**src/rtl/brute_force_matcher.sv**
```systemverilog
// brute_force_matcher
//   Brute-force search for every occurrence of a PAT_LEN-symbol pattern (pattern ROM)
//   in a text ROM, starting at a programmable text position. Overlapping matches are
//   counted. Mode 0 counts all matches; mode 1 stops at the first one.
// Ports
//   clk, rst         : rising-edge clock, asynchronous active-low reset
//   start/mode/start_addr : search request, sampled only in IDLE
//   pat_addr/pat_data : pattern ROM interface (registered address, 1-cycle data)
//   txt_addr/txt_data : text ROM interface (registered address, 1-cycle data)
//   busy, done       : search in progress / 1-cycle completion pulse
//   found, count, first_pos : results, held until the next accepted start
module brute_force_matcher #(
  parameter int DATA_W  = 8,
  parameter int PAT_LEN = 4,
  parameter int PAT_AW  = 3,
  parameter int TXT_AW  = 14,
  parameter int TXT_LEN = 11064,
  parameter int CNT_W   = 8
) (
  input  logic              clk,
  input  logic              rst,
  input  logic              start,
  input  logic              mode,
  input  logic [TXT_AW-1:0] start_addr,
  output logic [PAT_AW-1:0] pat_addr,
  input  logic [DATA_W-1:0] pat_data,
  output logic [TXT_AW-1:0] txt_addr,
  input  logic [DATA_W-1:0] txt_data,
  output logic              busy,
  output logic              done,
  output logic              found,
  output logic [CNT_W-1:0]  count,
  output logic [TXT_AW-1:0] first_pos
);

  localparam logic [TXT_AW-1:0] LAST  = TXT_AW'(TXT_LEN - PAT_LEN);
  localparam logic [PAT_AW-1:0] J_END = PAT_AW'(PAT_LEN - 1);

  typedef enum logic [1:0] {S_IDLE, S_FETCH, S_COMPARE, S_DONE} state_t;

  state_t              r_state, w_state_n;
  logic [TXT_AW-1:0]   r_pos, w_pos_n;
  logic [PAT_AW-1:0]   r_j, w_j_n;
  logic                r_mode, w_mode_n;
  logic [CNT_W-1:0]    r_count, w_count_n;
  logic                r_found, w_found_n;
  logic [TXT_AW-1:0]   r_first, w_first_n;
  logic [TXT_AW-1:0]   r_txt_addr, w_txt_addr_n;
  logic [PAT_AW-1:0]   r_pat_addr, w_pat_addr_n;
  logic                w_adv;
  logic [TXT_AW-1:0]   w_pos_inc;
  logic [PAT_AW-1:0]   w_j_inc;

  always_ff @(posedge clk or negedge rst) begin
    if (!rst) r_state <= S_IDLE;
    else      r_state <= w_state_n;
  end

  always_ff @(posedge clk or negedge rst) begin
    if (!rst) begin
      r_pos      <= '0;
      r_j        <= '0;
      r_mode     <= 1'b0;
      r_count    <= '0;
      r_found    <= 1'b0;
      r_first    <= '0;
      r_txt_addr <= '0;
      r_pat_addr <= '0;
    end else begin
      r_pos      <= w_pos_n;
      r_j        <= w_j_n;
      r_mode     <= w_mode_n;
      r_count    <= w_count_n;
      r_found    <= w_found_n;
      r_first    <= w_first_n;
      r_txt_addr <= w_txt_addr_n;
      r_pat_addr <= w_pat_addr_n;
    end
  end

  // ROM addresses are loaded on the edge entering FETCH so the ROMs can latch
  // them on the FETCH->COMPARE edge, giving two cycles per compared symbol.
  always_comb begin
    w_state_n    = r_state;
    w_pos_n      = r_pos;
    w_j_n        = r_j;
    w_mode_n     = r_mode;
    w_count_n    = r_count;
    w_found_n    = r_found;
    w_first_n    = r_first;
    w_txt_addr_n = r_txt_addr;
    w_pat_addr_n = r_pat_addr;
    w_adv        = 1'b0;
    w_pos_inc    = r_pos + TXT_AW'(1);
    w_j_inc      = r_j + PAT_AW'(1);
    case (r_state)
      S_IDLE: begin
        if (start) begin
          w_count_n = '0;
          w_found_n = 1'b0;
          w_first_n = '0;
          if (start_addr <= LAST) begin
            w_pos_n      = start_addr;
            w_j_n        = '0;
            w_mode_n     = mode;
            w_txt_addr_n = start_addr;
            w_pat_addr_n = '0;
            w_state_n    = S_FETCH;
          end else begin
            w_state_n = S_DONE;
          end
        end
      end
      S_FETCH: w_state_n = S_COMPARE;
      S_COMPARE: begin
        if (txt_data != pat_data) begin
          w_adv = 1'b1;
        end else if (r_j != J_END) begin
          w_j_n        = w_j_inc;
          w_txt_addr_n = r_pos + TXT_AW'(w_j_inc);
          w_pat_addr_n = w_j_inc;
          w_state_n    = S_FETCH;
        end else begin
          if (r_count != '1) w_count_n = r_count + CNT_W'(1);
          if (!r_found) begin
            w_found_n = 1'b1;
            w_first_n = r_pos;
          end
          if (r_mode) w_state_n = S_DONE;
          else        w_adv     = 1'b1;
        end
        if (w_adv) begin
          w_j_n   = '0;
          w_pos_n = w_pos_inc;
          if (w_pos_inc > LAST) begin
            w_state_n = S_DONE;
          end else begin
            w_txt_addr_n = w_pos_inc;
            w_pat_addr_n = '0;
            w_state_n    = S_FETCH;
          end
        end
      end
      S_DONE:  w_state_n = S_IDLE;
      default: w_state_n = S_IDLE;
    endcase
  end

  assign busy      = (r_state == S_FETCH) || (r_state == S_COMPARE);
  assign done      = (r_state == S_DONE);
  assign found     = r_found;
  assign count     = r_count;
  assign first_pos = r_first;
  assign txt_addr  = r_txt_addr;
  assign pat_addr  = r_pat_addr;

endmodule

```
**config.mk**
```make
export PLATFORM = sky130hd
export DESIGN_NAME = brute_force_matcher
export DESIGN_NICKNAME = d
export VERILOG_FILES = /design/src/rtl/brute_force_matcher.sv
export SDC_FILE = /design/constraint.sdc
export NUM_CORES = 1
export LEC_CHECK = 0
export BUFFER_PORTS_ARGS = -buffer_cell sky130_fd_sc_hd__buf_4
export CAP_MARGIN = 0
export CORE_ASPECT_RATIO = 1.2
export CORE_MARGIN = 5
export CORE_UTILIZATION = 60
export DETAILED_ROUTE_END_ITERATION = 16
export MAX_ROUTING_LAYER = met4
export PLACE_DENSITY = 0.86
export SLEW_MARGIN = 5
export SYNTH_ARGS = -nofsm -noshare
export SYNTH_HDL_FRONTEND = slang
export SYNTH_SLANG_ARGS = --single-unit
```
**constraint.sdc**
```tcl
create_clock -name clk -period 5.5 [get_ports clk]
set_input_delay 1.375 -clock clk [delete_from_list [all_inputs] [get_ports clk]]
set_output_delay 1.375 -clock clk [all_outputs]
set_load 0.02 [all_outputs]
```
; After elaboration in Yosys (flattened, before gate mapping)
; Index checks and enable logic that the tools add are counted.
; W data, S select, Z words.
[word_totals]
latchBits = 0
memories = 0
register_bits = 60
word_cells = 88
rom_bits = 0
ram_bits = 0
input_bits = 34
out_inout_bits = 42
[classes]
n_reduce_logical = 11
n_mux = 46
div_mod_pow = 0
order_cmp = 2
n_shift = 0
n_eq_ne = 16
mul = 0
n_bitwise = 0
addsub = 4
[op_table]
columns = cell, count
row1 = $mux W14, 11
row2 = $pmux W14 S2, 3
row3 = $mux W8, 4
row4 = $mux W3, 9
row5 = $pmux W8 S2, 1
row6 = $reduce_and A5 Y1, 3
row7 = $add A14 B1 Y14 const B, 1
row8 = $add A14 B3 Y14, 1
row9 = $gt A14 B14 Y1 const B, 1
row10 = $le A14 B14 Y1 const B, 1
row11 = $mux W2, 7
row12 = $ne A2 B2 Y1 const B, 6
row13 = $pmux W3 S2, 2
row14 = $ne A3 B2 Y1 const B, 3
row15 = $reduce_and A3 Y1, 3
row16 = $add A8 B1 Y8 const B, 1
row17 = $ne A8 B8 Y1, 1
row18 = $ne A8 B8 Y1 const B, 1
row19 = $pmux W2 S4, 1
row20 = $reduce_and A4 Y1, 2
row21 = $mux W1, 7
row22 = $eq A2 B2 Y1 const B, 2
row23 = $ne A4 B3 Y1 const B, 1
row24 = $add A3 B1 Y3 const B, 1
row25 = 6 further kinds, 6

; Depth between registers and ports, before layout
; Gate-level depths: netlist of run 1.
[logic_depth]
depth_word = 7
depth_mapped = 12
ltp_nobuf = 12

; Worst setup path after synthesis of run 1
; Ideal clock, no wire load.
[synth_timing]
path_type = input -> register
from = in pat_data[2]
to = reg r_txt_addr[6], in the netlist txt_addr[6]
cell_stages = 8
path_buffers = 0
slack_ps = 2222
arrival_time_ps = 3151
cell_sequence = xnor2_1 -> nand4_1 -> nor3_1 -> nand4b_1 -> clkinv_1 -> or4_4 -> a21oi_2 -> a211oi_2
[synth_between]
elab_chain_cells = 5
[synth_rtl]
columns = element, line
row1 = from (decl), 26  ; input logic [DATA_W-1:0] pat_data,
row2 = $ne A8 B8 Y1 *, 116  ; if (txt_data != pat_data) begin
row3 = $mux W14 / $mux W1 (equally long branches), 116
row4 = $mux W14 / $mux W1 (equally long branches), "135, 96"
row5 = $mux W14 *, 132  ; if (w_adv) begin
row6 = $pmux W14 S2 *, 96  ; case (r_state)
row7 = to (signal assigned), 76  ; r_txt_addr <= w_txt_addr_n;
row8 = to (decl), 48  ; logic [TXT_AW-1:0] r_txt_addr, w_txt_addr_n;
; Every way passes the cells marked *; elsewhere a longest branch is shown, timed or not. The select of a mux whose other input is x is not followed.
; A chain may end at the register's enable or synchronous reset.

; Final worst setup path of run 1
[layout_timing]
from = in start_addr[1]
to = reg r_pos[6]
[layout_between]
elab_chain_cells = 3
[layout_rtl]
columns = element, line
row1 = from (decl), 24  ; input logic [TXT_AW-1:0] start_addr,
row2 = $le A14 B14 Y1, 102  ; if (start_addr <= LAST) begin
row3 = $ne A2 B2 Y1 (no source line), n/a
row4 = $reduce_and A4 Y1 (no source line), n/a
row5 = to (signal assigned), 70  ; r_pos <= w_pos_n;
row6 = to (decl), 42  ; logic [TXT_AW-1:0] r_pos, w_pos_n;
; Every way passes these cells.

==> results_dict.tcl, run 1 <==
set metrics [dict create \
    run_status "completed" \
    place_area_um2 4496 \
    syn_inst 459 \
    vias 3927 \
    cts_hold_buf 0 \
    fin_crit_sh 0.7256 \
    clock_sinks 60 \
    yosysTopAreaCellShare 0.3827 \
    finClkSkew_ps 9.411 \
    r2r_slack_ps 1650 \
    nFillCells 493 \
    cp_slowest_stage_delay_ps 560 \
    finalSetupViolations 0 \
    slowest_stage "o21ai_1" \
    start_util 0.6125 \
    fin_crit_ps 3991 \
    grt_max_degree 61 \
    rsz0062_at_grt "no" \
    holdCritPathClass "register to register" \
    drive_gt1_frac 0.2133 \
    worstPathRequired_ps 5720 \
    synth-warning-count 0 \
    crit_path_cell_trace "buf_4 -> o21ai_0 -> a21oi_1 -> o311a_1 -> o21ai_1 -> or2_2 -> nand2_1 -> o31ai_1 -> a21oi_1" \
    ir_drop_mv 0.3594 \
    clock_latency_ps 350 \
    hold_viol 0 \
    core-area_um2 6406 \
    slew_violations 0 \
    vias_per_cell 6.438 \
    ctsRootBufferMaster "clkbuf_8" \
    syn_area_um2 3924 \
    cp.arrival_ps 4210 \
    grt_pass1_wl_um 19220 \
    drt.antenna.violating_nets 0 \
    dpl.hpwl_um 8682 \
    clk_pin_slew_ps 70 \
    drt-wirelength-per-cell_um 19.36 \
    pin_count 76 \
    cts_buffers 9 \
    cts_resized 0 \
    portBuffers 75 \
    crit_path_max_fanout 16 \
    critPathKind "primary input to register" \
    track_usage 0.2990 \
    antenna_found_initial 0 \
    die_h_um 98.59 \
    drc 0 \
    avgSynthCellArea_um2 8.549 \
    post_cts_buffers 0 \
    end_kind "register" \
    nNetsFinal 565 \
    yosys-top-cells-area "dfrtp_1 38%, nand2_1 4.6%, nor2_1 4.4%, o21ai_0 4.2%, a21oi_1 3.6%" \
    grt_pass1_vias 3834 \
    overflow 0 \
    final_common_cell "buf_4" \
    yosys.area.top_type "dfrtp_1" \
    synthesis.nets 504 \
    yosys_most_used_dff "dfrtp_1" \
    die_area_um2 8263 \
    area_growth_syn_to_layout_pct 19.74 \
    tightest_slew_ps 1006 \
    fmaxAchievable_ghz 0.2506 \
    finalSetupTns_ps 0 \
    powerDensity_nw_per_um2 553.6 \
    rows 32 \
    synth_edf_count 0 \
    drtIter0Drc 387 \
    num_antenna_cells 0 \
    final_cell_mix "80 x buf_4, 60 x dfrtp_1, 48 x nand2_1" \
    slew_headroom 0.3269 \
    tritoncts "yes" \
    ys_seq_area_frac 0.3827 \
    async_reset_ff_frac 1.000 \
    gp_congestion 1.003 \
    clock_path_buffers 2 \
    ys_ff_latch 60 \
    crit_top_cell "a21oi_1" \
    yosysUniqueCellTypes 63 \
    wl_um 11810 \
    dr.pass1.iters 5 \
    final_util 0.7334 \
    htree_levels 3 \
    die_w_um 83.82 \
    final_area_um2 4698 \
    maxCapViolations 0 \
    worst_setup_path_start_kind "primary input" \
    p_leak_nw 2.053 \
]
-- where the power goes --
| group | switching, W | internal, W | total, W |
|---|---|---|---|
| clock network | 0.000179 | 0.000232 | 0.000412 |
| logic | 0.000817 | 0.000517 | 0.00133 |
| registers | 0.000249 | 0.000605 | 0.000854 |
-- stage by stage --
step                setup WS (ps)  std cells  power, W  hold WS [ps]
finish                       1509        610  0.002601         500.6
global route                 1404        610  0.002763         522.9
CTS                          1594        610  0.002585         505.2
detailed placement           1236        594  0.002166         491.4
global placement             1197        594  0.002122         473.6
floorplan                    2222        459  0.001728         449.8
-- cells in the mapped netlist (3+ instances only) --
cell,n
xor2_1,6
a41oi_1,3
a21oi_1,28
a211oi_1,6
dfrtp_1,60
a41o_1,3
o22ai_1,8
nor2_1,46
buf_2,6
and3_1,4
nand3_1,12
a31oi_1,5
o21ai_0,33
xnor2_1,16
or3_1,10
ha_1,10
o31ai_1,6
inv_1,17
o31a_1,3
nand4_1,11
mux2_2,3
or2_2,4
nand2_1,48
a32oi_1,3
nor3_1,16
a22o_1,14
clkbuf_1,19
o211ai_1,4
nor4_1,5
nor2b_1,5
mux2i_1,4
-- final timing paths --
path | start | to | depth (start not counted)
setup reg to reg | r_pos[0] | txt_addr[0] | 9
min in group asynchronous | rst | first_pos[12] | 1
hold reg to reg | r_j[1] | r_j[1] | 2
setup / recovery | start_addr[1] | r_pos[6] | 9
hold / removal | r_j[1] | r_j[1] | 2
max in group asynchronous | rst | count[3] | 1
-- metal layers --
layer / share of wire / track usage / vias to the layer above
li1: - / - / 1804
met1: 0.38 / 0.3413 / 1859
met2: 0.49 / 0.5003 / 219
met3: 0.080 / 0.05853 / 45
met4: 0.044 / 0.1498 / 0
met5: 0 / - / -
-- flip-flops by register name, summed over array words and instances (netlist names) --
name / cells
r_mode: 1
first_pos: 14
pat_addr: 3
found: 1
count: 8
txt_addr: 14
r_j: 3
r_state: 2
r_pos: 14
-- final cells by class --
type                    count  area [um2]  share of cell area
multi-input cells         351        2220              0.4724
flip-flops and latches     60        1501              0.3196
repair buffers             80       600.6              0.1278
clock buffers              12       155.1             0.03302
well taps                  85       106.4             0.02264
inverters                  18       67.56             0.01438
clock inverters             4       47.55             0.01012
-- worst max-delay path: cells and delay by family --
family	cells	cell delay, ps
buffers and inverters	1	110
AOI/OAI and AO/OA	6	1890
and+or+nand+nor	2	830
-- kinds of logic (layout without fill, tap and decap cells) --
kind of cell	after synthesis	after routing	share of synthesized area
buffers and inverters	48	114	0.05166
AO/OA/AOI/OAI	137	137	0.2423
adder cells (fa/ha/maj)	11	11	0.03699
flip-flops	60	60	0.3827
multiplexers	7	7	0.01881
XOR/XNOR	22	22	0.04911
AND/OR/NAND/NOR	174	174	0.2184
No activity file was read; power rests on OpenSTA's default activity.
==> inputs of run 2 (changes only) <==
--- a/config.mk
+++ b/config.mk
@@ -9,10 +9,10 @@
 export CAP_MARGIN = 0
 export CORE_ASPECT_RATIO = 1.2
 export CORE_MARGIN = 5
-export CORE_UTILIZATION = 60
+export CORE_UTILIZATION = 56
 export DETAILED_ROUTE_END_ITERATION = 16
 export MAX_ROUTING_LAYER = met4
-export PLACE_DENSITY = 0.86
+export PLACE_DENSITY = 0.81
 export SLEW_MARGIN = 5
 export SYNTH_ARGS = -nofsm -noshare
 export SYNTH_HDL_FRONTEND = slang
==> constraint.sdc (replaced) <==
create_clock -name clk -period 3.9 [get_ports clk]
set_input_delay 0.975 -clock clk [delete_from_list [all_inputs] [get_ports clk]]
set_output_delay 0.975 -clock clk [all_outputs]
set_load 0.02 [all_outputs]
==> results_dict.tcl, run 2 (same netlist as run 1, synthesis figures left out) <==
set metrics [dict create \
    core-area_um2 6813 \
    post-place-cells 605 \
    rows 33 \
    holdCritPathClass "register to register" \
    end_kind "register" \
    finClkSkew_ps 9.128 \
    multi_input_area_um2 2220 \
    die_h_um 101.7 \
    grt_pass1_vias 3896 \
    die_w_um 86.41 \
    hold_depth 2 \
    finalSetupTns_ps 0 \
    critPathTopFamily "simple AND/OR/NAND/NOR gates" \
    cts_hold_buf 0 \
    critPathKind "register to register" \
    clock_sinks 60 \
    crit_cells 9 \
    slew_violations 0 \
    final_common_cell "buf_4" \
    cp.arrival_ps 3650 \
    crit_path_max_fanout 11 \
    hold_viol 0 \
    clock_latency_ps 350 \
    num_antenna_cells 0 \
    rsz0062_at_grt "no" \
    fin_crit_sh 0.8766 \
    area_growth_syn_to_layout_pct 20.34 \
    drtIter0Drc 273 \
    vias 3910 \
    run_status "completed" \
    tightest_slew_ps 1073 \
    portBuffers 75 \
    overflow 0 \
    slowest_stage "dfrtp_1" \
    fmaxAchievable_ghz 0.2925 \
    ctsRootBufferMaster "clkbuf_8" \
    grt_max_degree 61 \
    rr_worst_depth 9 \
    finalSetupViolations 0 \
    area.sequential_um2 1501 \
    powerDensity_nw_per_um2 768.1 \
    tritoncts "yes" \
    gp_congestion 0.9690 \
    cp_slowest_stage_delay_ps 580 \
    clock_path_buffers 2 \
    cts_resized 0 \
    cts_buffers 9 \
    dpl.hpwl_um 8968 \
    grt_pass1_wl_um 19500 \
    fin_crit_ps 3419 \
    ir_drop_mv 0.4563 \
    place_area_um2 4566 \
    final_area_um2 4722 \
    nNetsFinal 574 \
    drive_gt1_frac 0.2237 \
    pin_count 76 \
    p_leak_nw 2.078 \
    htree_levels 3 \
    crit_path_cell_trace "ha_1 -> nand3_1 -> or3_1 -> a221oi_2 -> nand4b_1 -> nand2b_1 -> buf_4 -> a211oi_1 -> o31a_1" \
    nFillCells 569 \
    worst_setup_path_start_kind "register" \
    clk_pin_slew_ps 70 \
    wl_um 11930 \
    worstPathRequired_ps 4130 \
    maxCapViolations 0 \
    layout.cells.non_filler 619 \
    r2r_slack_ps 480 \
    drt.antenna.violating_nets 0 \
    track_usage 0.2917 \
    die_area_um2 8787 \
    antenna_found_initial 0 \
    vias_per_cell 6.317 \
    drc 0 \
    post_cts_buffers 0 \
    final_cell_mix "89 x buf_4, 60 x dfrtp_1, 48 x nand2_1" \
    drt-wirelength-per-cell_um 19.27 \
    slew_headroom 0.2817 \
    dr.pass1.iters 5 \
    critPathBufInv 1 \
    start_util 0.5759 \
]
==> run 2: cell count changes in the layout (fill, tap and decap cells not counted), sizes merged <==
cell	previous run	this run
buf	80	89
bufinv	1	0
clkbuf	12	11
clkinv	3	4
clkinvlp	1	0
==> run 2: final cells by class <==
class | count | share of cell area
clock buffers | 11 | 0.02994
clock inverters | 3 | 0.003180
inverters | 18 | 0.01431
multi-input cells | 351 | 0.4701
flip-flops and latches | 60 | 0.3180
well taps | 87 | 0.02305
repair buffers | 89 | 0.1415
==> run 2: per-stage QoR <==
step                      worst slack [ps]    util  total power (W)  hold WS (ps)
after CTS                            555.8  0.6931         0.003610         503.4
after detailed placement             548.8  0.6702         0.003121         488.6
after global placement               551.0  0.6702         0.003091         464.0
after global routing                 207.9  0.6931         0.003868         530.8
final                                481.3  0.6931         0.003627         503.5
after floorplan                       1022       -         0.002437         449.8
==> run 2: metal layers <==
layer / global-route usage / vias to the layer above / share of wire
li1: - / 1815 / -
met1: 0.3699 / 1864 / 0.41
met2: 0.4647 / 203 / 0.49
met3: 0.05452 / 28 / 0.072
met4: 0.1067 / 0 / 0.024
met5: - / - / 0
==> run 2: power breakdown <==
| part | total, W | leakage (nW) | internal (W) | switching (W) |
|---|---|---|---|---|
| combinational | 0.00196 | 1.24 | 0.000776 | 0.00118 |
| sequential | 0.00118 | 0.758 | 0.000854 | 0.000327 |
| clock | 0.000486 | 0.0848 | 0.000238 | 0.000248 |
==> run 2: worst reg2reg max path: stages (launching register included) <==
cell and delay, ps:
dfrtp_1 580, ha_1 340, nand3_1 360, or3_1 490
a221oi_2 380, nand4b_1 270, nand2b_1 330, buf_4 210
a211oi_1 80, o31a_1 270
==> run 2: path summary, 6_finish.rpt <==
path	endpoint	start
setup / recovery	txt_addr[0]	r_pos[0]
hold / removal	r_j[2]	r_j[2]
setup reg to reg	txt_addr[0]	r_pos[0]
hold reg to reg	r_j[2]	r_j[2]
max in group asynchronous	pat_addr[0]	rst
min in group asynchronous	r_j[0]	rst
